--- src/rtl/execute_stage.sv ---
// execute_stage: RV32I execute stage with D/X register, MX/WX bypass, immediate decode, ALU and branch resolution
module execute_stage (
  input  logic        clk,
  input  logic        reset,
  input  logic [31:0] PC_d,
  input  logic [31:0] inst_d,
  input  logic [31:0] rs1_d,
  input  logic [31:0] rs2_d,
  input  logic        stall,
  input  logic        flush,
  input  logic [1:0]  A_bypass,
  input  logic [1:0]  B_bypass,
  input  logic [31:0] alu_m,
  input  logic [31:0] wb_w,
  output logic [31:0] PC_x,
  output logic [31:0] inst_x,
  output logic [31:0] alu_x,
  output logic [31:0] rs2_x,
  output logic        br_taken,
  output logic [31:0] br_target
);
  localparam logic [31:0] NOP = 32'h0000_0013;
  logic [31:0] pc_e, inst_e, rs1_e, rs2_e;
  logic [31:0] op_a, imm_i, imm_s, imm_b, imm_u, imm_j;
  logic [6:0]  opcode;
  logic [2:0]  f3;
  logic        lt, ltu;

  always_ff @(posedge clk or posedge reset)
    if (reset) begin
      pc_e   <= '0;
      inst_e <= NOP;
      rs1_e  <= '0;
      rs2_e  <= '0;
    end else if (flush) begin
      pc_e   <= '0;
      inst_e <= NOP;
      rs1_e  <= '0;
      rs2_e  <= '0;
    end else if (!stall) begin
      pc_e   <= PC_d;
      inst_e <= inst_d;
      rs1_e  <= rs1_d;
      rs2_e  <= rs2_d;
    end

  function automatic logic [31:0] pick(input logic [1:0] sel, input logic [31:0] r, m, w);
    pick = sel == 2'b01 ? m : sel == 2'b10 ? w : r;
  endfunction

  function automatic logic [31:0] alu(input logic [2:0] f, input logic alt, input logic [31:0] a, b);
    case (f)
      3'b000:  alu = alt ? a - b : a + b;
      3'b001:  alu = a << b[4:0];
      3'b010:  alu = {31'b0, $signed(a) < $signed(b)};
      3'b011:  alu = {31'b0, a < b};
      3'b100:  alu = a ^ b;
      3'b101:  alu = alt ? 32'($signed(a) >>> b[4:0]) : a >> b[4:0];
      3'b110:  alu = a | b;
      default: alu = a & b;
    endcase
  endfunction

  assign op_a   = pick(A_bypass, rs1_e, alu_m, wb_w);
  assign rs2_x  = pick(B_bypass, rs2_e, alu_m, wb_w);
  assign opcode = inst_e[6:0];
  assign f3     = inst_e[14:12];
  assign imm_i  = {{20{inst_e[31]}}, inst_e[31:20]};
  assign imm_s  = {{20{inst_e[31]}}, inst_e[31:25], inst_e[11:7]};
  assign imm_b  = {{19{inst_e[31]}}, inst_e[31], inst_e[7], inst_e[30:25], inst_e[11:8], 1'b0};
  assign imm_u  = {inst_e[31:12], 12'b0};
  assign imm_j  = {{11{inst_e[31]}}, inst_e[31], inst_e[19:12], inst_e[20], inst_e[30:21], 1'b0};
  assign lt     = $signed(op_a) < $signed(rs2_x);
  assign ltu    = op_a < rs2_x;

  always_comb begin
    alu_x    = '0;
    br_taken = 1'b0;
    case (opcode)
      7'b0110111: alu_x = imm_u;
      7'b0010111: alu_x = pc_e + imm_u;
      7'b1101111: begin
        alu_x    = pc_e + imm_j;
        br_taken = 1'b1;
      end
      7'b1100111: begin
        alu_x    = (op_a + imm_i) & ~32'd1;
        br_taken = 1'b1;
      end
      7'b1100011: begin
        alu_x    = pc_e + imm_b;
        br_taken = f3 == 3'b000 ? op_a == rs2_x :
                   f3 == 3'b001 ? op_a != rs2_x :
                   f3 == 3'b100 ? lt  : f3 == 3'b101 ? !lt :
                   f3 == 3'b110 ? ltu : f3 == 3'b111 ? !ltu : 1'b0;
      end
      7'b0000011: alu_x = op_a + imm_i;
      7'b0100011: alu_x = op_a + imm_s;
      // only shifts honour funct7[5] for immediates; ADDI never subtracts
      7'b0010011: alu_x = alu(f3, inst_e[30] && f3 == 3'b101, op_a, imm_i);
      7'b0110011: alu_x = alu(f3, inst_e[30], op_a, rs2_x);
      default: ;
    endcase
  end

  assign PC_x      = pc_e;
  assign inst_x    = inst_e;
  assign br_target = alu_x;
endmodule

--- config.mk ---
export PLATFORM = sky130hd
export DESIGN_NAME = execute_stage
export DESIGN_NICKNAME = d
export VERILOG_FILES = /design/src/rtl/execute_stage.sv
export SDC_FILE = /design/constraint.sdc
export NUM_CORES = 2
export LEC_CHECK = 0
export BUFFER_PORTS_ARGS = -buffer_cell sky130_fd_sc_hd__buf_2
export CORE_MARGIN = 10
export CORE_UTILIZATION = 24
export DETAILED_ROUTE_END_ITERATION = 8
export PLACE_DENSITY = 0.51
export SKIP_CTS_REPAIR_TIMING = 1
export SLEW_MARGIN = 20
export SYNTH_ARGS = -nofsm -noshare
export SYNTH_HDL_FRONTEND = slang
export SYNTH_SLANG_ARGS = --single-unit
--- constraint.sdc ---
create_clock -name clk -period 8 [get_ports clk]
set_input_delay 0.8 -clock clk [delete_from_list [all_inputs] [get_ports clk]]
set_output_delay 0.8 -clock clk [all_outputs]
set_load 0.05 [all_outputs]
# Word level (Yosys, flattened, before mapping)
# Cells that the tools add are included.
dict set report word_totals {
  register_bits 128
  out_inout_bits 161
  wordCells 82
}
dict set report classes {
  add_sub_neg 8
  n_lt_le_gt_ge 4
  eq_ne 23
  shifts 6
  muxes 26
  bitwise_logic 6
  n_reduce_logical 5
}
# cell count
set ops {}
lappend ops {{$mux 32} 16}
lappend ops {{$pmux 32 s7} 2}
lappend ops {{$pmux 32 s9} 1}
lappend ops {{$add 32x32->32} 6}
lappend ops {{$lt 32x32->1} 3}
lappend ops {{$and 32x32->32} 2}
lappend ops {{$or 32x32->32} 2}
lappend ops {{$shl 32x5->32} 2}
lappend ops {{$shr 32x5->32} 2}
lappend ops {{$sshr 32x5->32} 2}
lappend ops {{$sub 32x32->32} 2}
lappend ops {{$xor 32x32->32} 2}
lappend ops {{$eq 32x32->1} 1}
lappend ops {{$lt 32x12->1} 1}
lappend ops {{$ne 32x32->1} 1}
lappend ops {{$eq 7x6->1 const B} 3}
lappend ops {{$eq 7x7->1 const B} 3}
lappend ops {{$eq 7x5->1 const B} 2}
lappend ops {{$eq 3x3->1 const B} 4}
lappend ops {{$eq 7x2->1 const B} 1}
lappend ops {{$eq 3x2->1 const B} 2}
lappend ops {{$mux 1} 6}
lappend ops {{$eq 2x1->1 const B} 2}
lappend ops {{$eq 2x2->1 const B} 2}
lappend ops {{other kinds (7)} 8}

# Longest topological paths before layout
dict set report logic_depth {
  ltp_word 12
  depth_mapped 22
  ltp_nobuf 20
}

# Least setup slack after synthesis
# Ideal clock, no wire load.
dict set report synth_timing {
  kind {input -> output}
  start {in B_bypass[0]}
  end {out br_target[28]}
  t_arrival_ps 6365
  required_ps 7200
  slack_ps 835
  stages 19
  path_buffers 5
  path_cell_list {xor2_2 > buf_6 > o221a_2 > buf_2 > buf_1 > clkbuf_1 > ha_1 > a21oi_1 > o311ai_0 > a221oi_1 > o211ai_1 > a31oi_2 > o31ai_1 > a221o_1 > nor4b_1 > a311o_1 > xnor2_1 > o221ai_1 > buf_4}
}
dict set report synth_via {
  elab_chain_cells 7
  elab_cells_between_ends 16
}
# item line
set synth_rtl {}
lappend synth_rtl {{start, declared} 12} ;# input logic [1:0] B_bypass,
lappend synth_rtl {{$eq 2x2->1} 48} ;# pick = sel == 2'b01 ? m : sel == 2'b10 ? w : r;
lappend synth_rtl {{$mux 32} 48}
lappend synth_rtl {{$mux 32 *} 48}
lappend synth_rtl {{net rs2_x[2]} 18} ;# output logic [31:0] rs2_x,
lappend synth_rtl {{$add 32x32->32 (tied with other cells)} 53} ;# 3'b000: alu = alt ? a - b : a + b;
lappend synth_rtl {{$mux 32 (on tied branches)} {53, 58}}
lappend synth_rtl {{$pmux 32 s7 *} 52} ;# case (f)
lappend synth_rtl {{$pmux 32 s9 *} 79} ;# case (opcode)
lappend synth_rtl {{end, declared} 20} ;# output logic [31:0] br_target
# The timed path passes the listed nets; every way through them passes the cells marked *.

# Final worst setup path
dict set report layout_timing {
  start {in A_bypass[0]}
  end {out alu_x[28]}
}
dict set report layout_via {
  elab_chain_cells 7
  elab_cells_between_ends 28
}
# item line
set layout_rtl {}
lappend layout_rtl {{start, declared} 11} ;# input logic [1:0] A_bypass,
lappend layout_rtl {{$eq 2x2->1} 48}
lappend layout_rtl {{$mux 32} 48}
lappend layout_rtl {{$mux 32 *} 48}
lappend layout_rtl {{$add 32x32->32 (tied with other cells)} 53}
lappend layout_rtl {{$mux 32 (on tied branches)} {53, 58}}
lappend layout_rtl {{$pmux 32 s7} 52}
lappend layout_rtl {{$pmux 32 s9 *} 79}
lappend layout_rtl {{end, declared} 17} ;# output logic [31:0] alu_x,
# Mark *: on every way between the ends. The rest lies on a longest branch, timed or not.

==> metrics.txt <==
Logic pwr share=71.2%; sequential cell area fraction in the yosys report=11.5%; share of cells above drive strength 1=18.4%; yosys warns=0; Most used DFF post-synth=dfrtp_1; FF-to-FF End=inst_x[14]$_DFFE_PP0P_; CP delay by family, top=compound AO/OA/AOI/OAI gates; Post-Syn Nets=4233; clock slew at reported path FFs=0.06 ns; kind of critical path=in2out; Syn-to-layout area delta=14.0%; die width=between 300 and 400 microns; FF-to-FF path depth=2; vias in the first global route=between 30000 and 40000; status=complete, no violations; fill count=12636; clock sinks=128; residual overflow from global routing=0; full die area=130000 sq um; clock power share=roughly 16%; met3 routed WL=17200 microns; critical path launch point type=input port; first-pass GRT wire length=between 200000 and 250000 microns; switching pwr=3230 uW; CP bufs+invs=4; max layer used=met5; wire per inst=31.6 microns; Residual DRC=0; GP Congestion=1.06; Multi-input gate area=22500 sq um; fmax=roughly 130 MHz; CTS max path bufs=2; EDFF count, synth=0; Worst Path Arrival=6.72 ns; antenna violations before repair=13; Die H=360 microns; asr flop ratio synth=100%; most common cell in the synthesized netlist=nor2_1; Yosys cell types=95; Hold Path Class=in2async; PwrDens=177 nW/um^2; share of the synthesized area in the top cell type=11.3%; CTS tree=built; Final Power=5600 uW; Sw Ratio=57.6%; Slowest-stage cell, CP=a221oi_1; FF-to-FF setup slack=around 6.7 ns; cell taking the most area after synthesis=dfrtp_1; top cells by count, synth=nor2_1 (465), a21oi_1 (349), mux2i_1 (306), nand2_1 (273), o21ai_0 (273); Rows=124; Skew-Pair Late Insertion Delay=0.49 ns; worst clock skew=0 ns; setup TNS=0 ns; CP Cell Sequence=buf_2 -> nand2b_1 -> o221ai_1 -> buf_4 -> inv_1 -> ha_1 -> fa_1 -> a21oi_1 -> o311ai_0 -> a221oi_1 -> o211ai_1 -> a31oi_2 -> o31ai_1 -> a221o_1 -> nor4b_1 -> a311o_1 -> xnor2_1 -> o221ai_1 -> buf_2; HPWL Detailed=around 140000 microns; largest net degree at the start of global routing=82; Worst-Margin Slew=approximately 1.3 ns; TritonCTS buffer count=17; Int Pwr=~2400 uW; Tmin final=7.52 ns; Reg power frac=13.3%; Peak VDD IR=0.149 mV; Cells after Synth=3792; final period utilization=94.0%; register area=3220 sq um; Initial Util=24.2%; number of synthesized register bits=128; endpoints failing hold=0; Req. time, crit path=7.20 ns; reg2reg start=inst_x[14]$_DFFE_PP0P_; IO Count=361; Routed Antenna Nets=0; CP endpoint kind=output port; met2 WL=74700 microns; # setup viols final=0; CP max stage delay=0.53 ns; H-tree depth=4; Slew headroom=13.4%; number of max-cap violations=0; Detailed Route WL=between 150000 and 200000 microns; leakage power=0.0139 uW; Critical Path Fanout Max=35; met1 WL=roughly 69000 microns; drt initial violations=around 4600; Max Slew Vio Count=0; CORE AREA=between 100000 and 150000 sq um; synthesized cell area=27800 sq um; Nets=4404; Port Buf Inserts=360; via/cell ratio=6.07; Root Buffer=clkbuf_16; DR vias=33333; leading post-synthesis cells by cell area=dfrtp_1 (11%), mux2i_1 (11%), ha_1 (11%); RSZ-0062 raised after global routing=no; GRT Total Usage=25.4%; TritonRoute pass-1 iters=7; Avg Inst Size Synth=between 7 and 8 sq um
[routing by layer]
metal,global-route usage [%],up-vias
li1,-,14482
met2,38.9,2173
met1,31.7,16184
met3,6.17,480
met4,16.0,14
met5,0,-
[layout by cell type (no fill, tap or decap), types with 36 or more instances in the layout]
master	synthesis	layout
a211oi_1	74	74
a21o_1	71	71
a21oi_1	349	349
a31oi_1	36	36
buf_2	37	358
buf_4	42	128
dfrtp_1	125	118
ha_1	234	234
inv_1	123	120
mux2i_1	306	305
mux4_2	45	45
nand2_1	273	273
nand2b_1	38	37
nand3_1	50	49
nor2_1	465	462
nor3_1	68	67
o211ai_1	73	73
o21ai_0	273	271
o21bai_1	37	37
o221ai_1	41	40
o22ai_1	38	38
xnor2_1	76	76
[worst register-to-register path: cells and delay by family, from the launching register on]
kind | cells | cell delay [ns]
DFF | 1 | 0.91
muxes | 1 | 0.18
and+or+nand+nor | 1 | 0.13
[power groups by stage]
stage	clock, uW	combinational (uW)	sequential (uW)
3_3_place_gp	0	3870	755
4_1_cts	892	3870	744
2_1_floorplan	0	2500	792
3_5_place_dp	0	3850	755
5_1_grt	913	4160	748
6_report	866	3990	745
[through the flow]
| stage | utilization [%] | area (sq um) | instances | hold slack (ns) | setup slack, ns |
|---|---|---|---|---|---|
| floorplan | - | 27800 | 3792 | 0.484 | 0.835 |
| global placement | 27.1 | 31000 | 5456 | 0.506 | 0.687 |
| detailed placement | 27.1 | 31000 | 5456 | 0.513 | 0.663 |
| CTS | 27.6 | 31700 | 5488 | 0.401 | 0.627 |
| global route | 27.6 | 31700 | 5489 | 0.437 | 0.176 |
| finish | 27.6 | 31700 | 5491 | 0.399 | 0.478 |
[registers in the layout, summed over array words and instances (netlist names)]
signal,count
PC_x,32
inst_x,32
rs1_e,32
rs2_e,32
[cell families (layout without fill, tap and decap cells)]
family	after synthesis	in the layout	synth area share (%)
AOI/OAI and AO/OA	1349	1349	32.7
and+or+nand+nor	1102	1102	18.2
buffers and inverters	494	678	7.57
muxes	370	370	15.4
adders and majority gates	241	241	11.0
DFF	128	128	11.5
xor gates and xnor gates	108	108	3.46
other	0	3	0
[cell type report]
cell class                      instances  share of cell area (%)
Antenna cell                            3                  0.0237
Timing Repair Buffer                  488                    8.79
Clock buffer                           21                    1.49
Tap cell                             1512                    5.97
Sequential cell                       128                    10.2
Multi-Input combinational cell       3170                    71.2
Inverter                              158                    1.89
Clock inverter                         11                   0.482
[how the worst max path moves through the flow]
stage / depth (start not counted) / startpoint / endpoint / slack (ns)
after CTS: 19 / A_bypass[0] / alu_x[28] / 0.63
after global placement: 21 / A_bypass[0] / br_target[18] / 0.69
after floorplan: 19 / B_bypass[0] / br_target[28] / 0.84
final: 19 / A_bypass[0] / alu_x[28] / 0.48
after detailed placement: 19 / A_bypass[0] / alu_x[28] / 0.66
after global routing: 19 / A_bypass[0] / alu_x[18] / 0.18
Note: power is estimated with default switching activity, not from simulation.
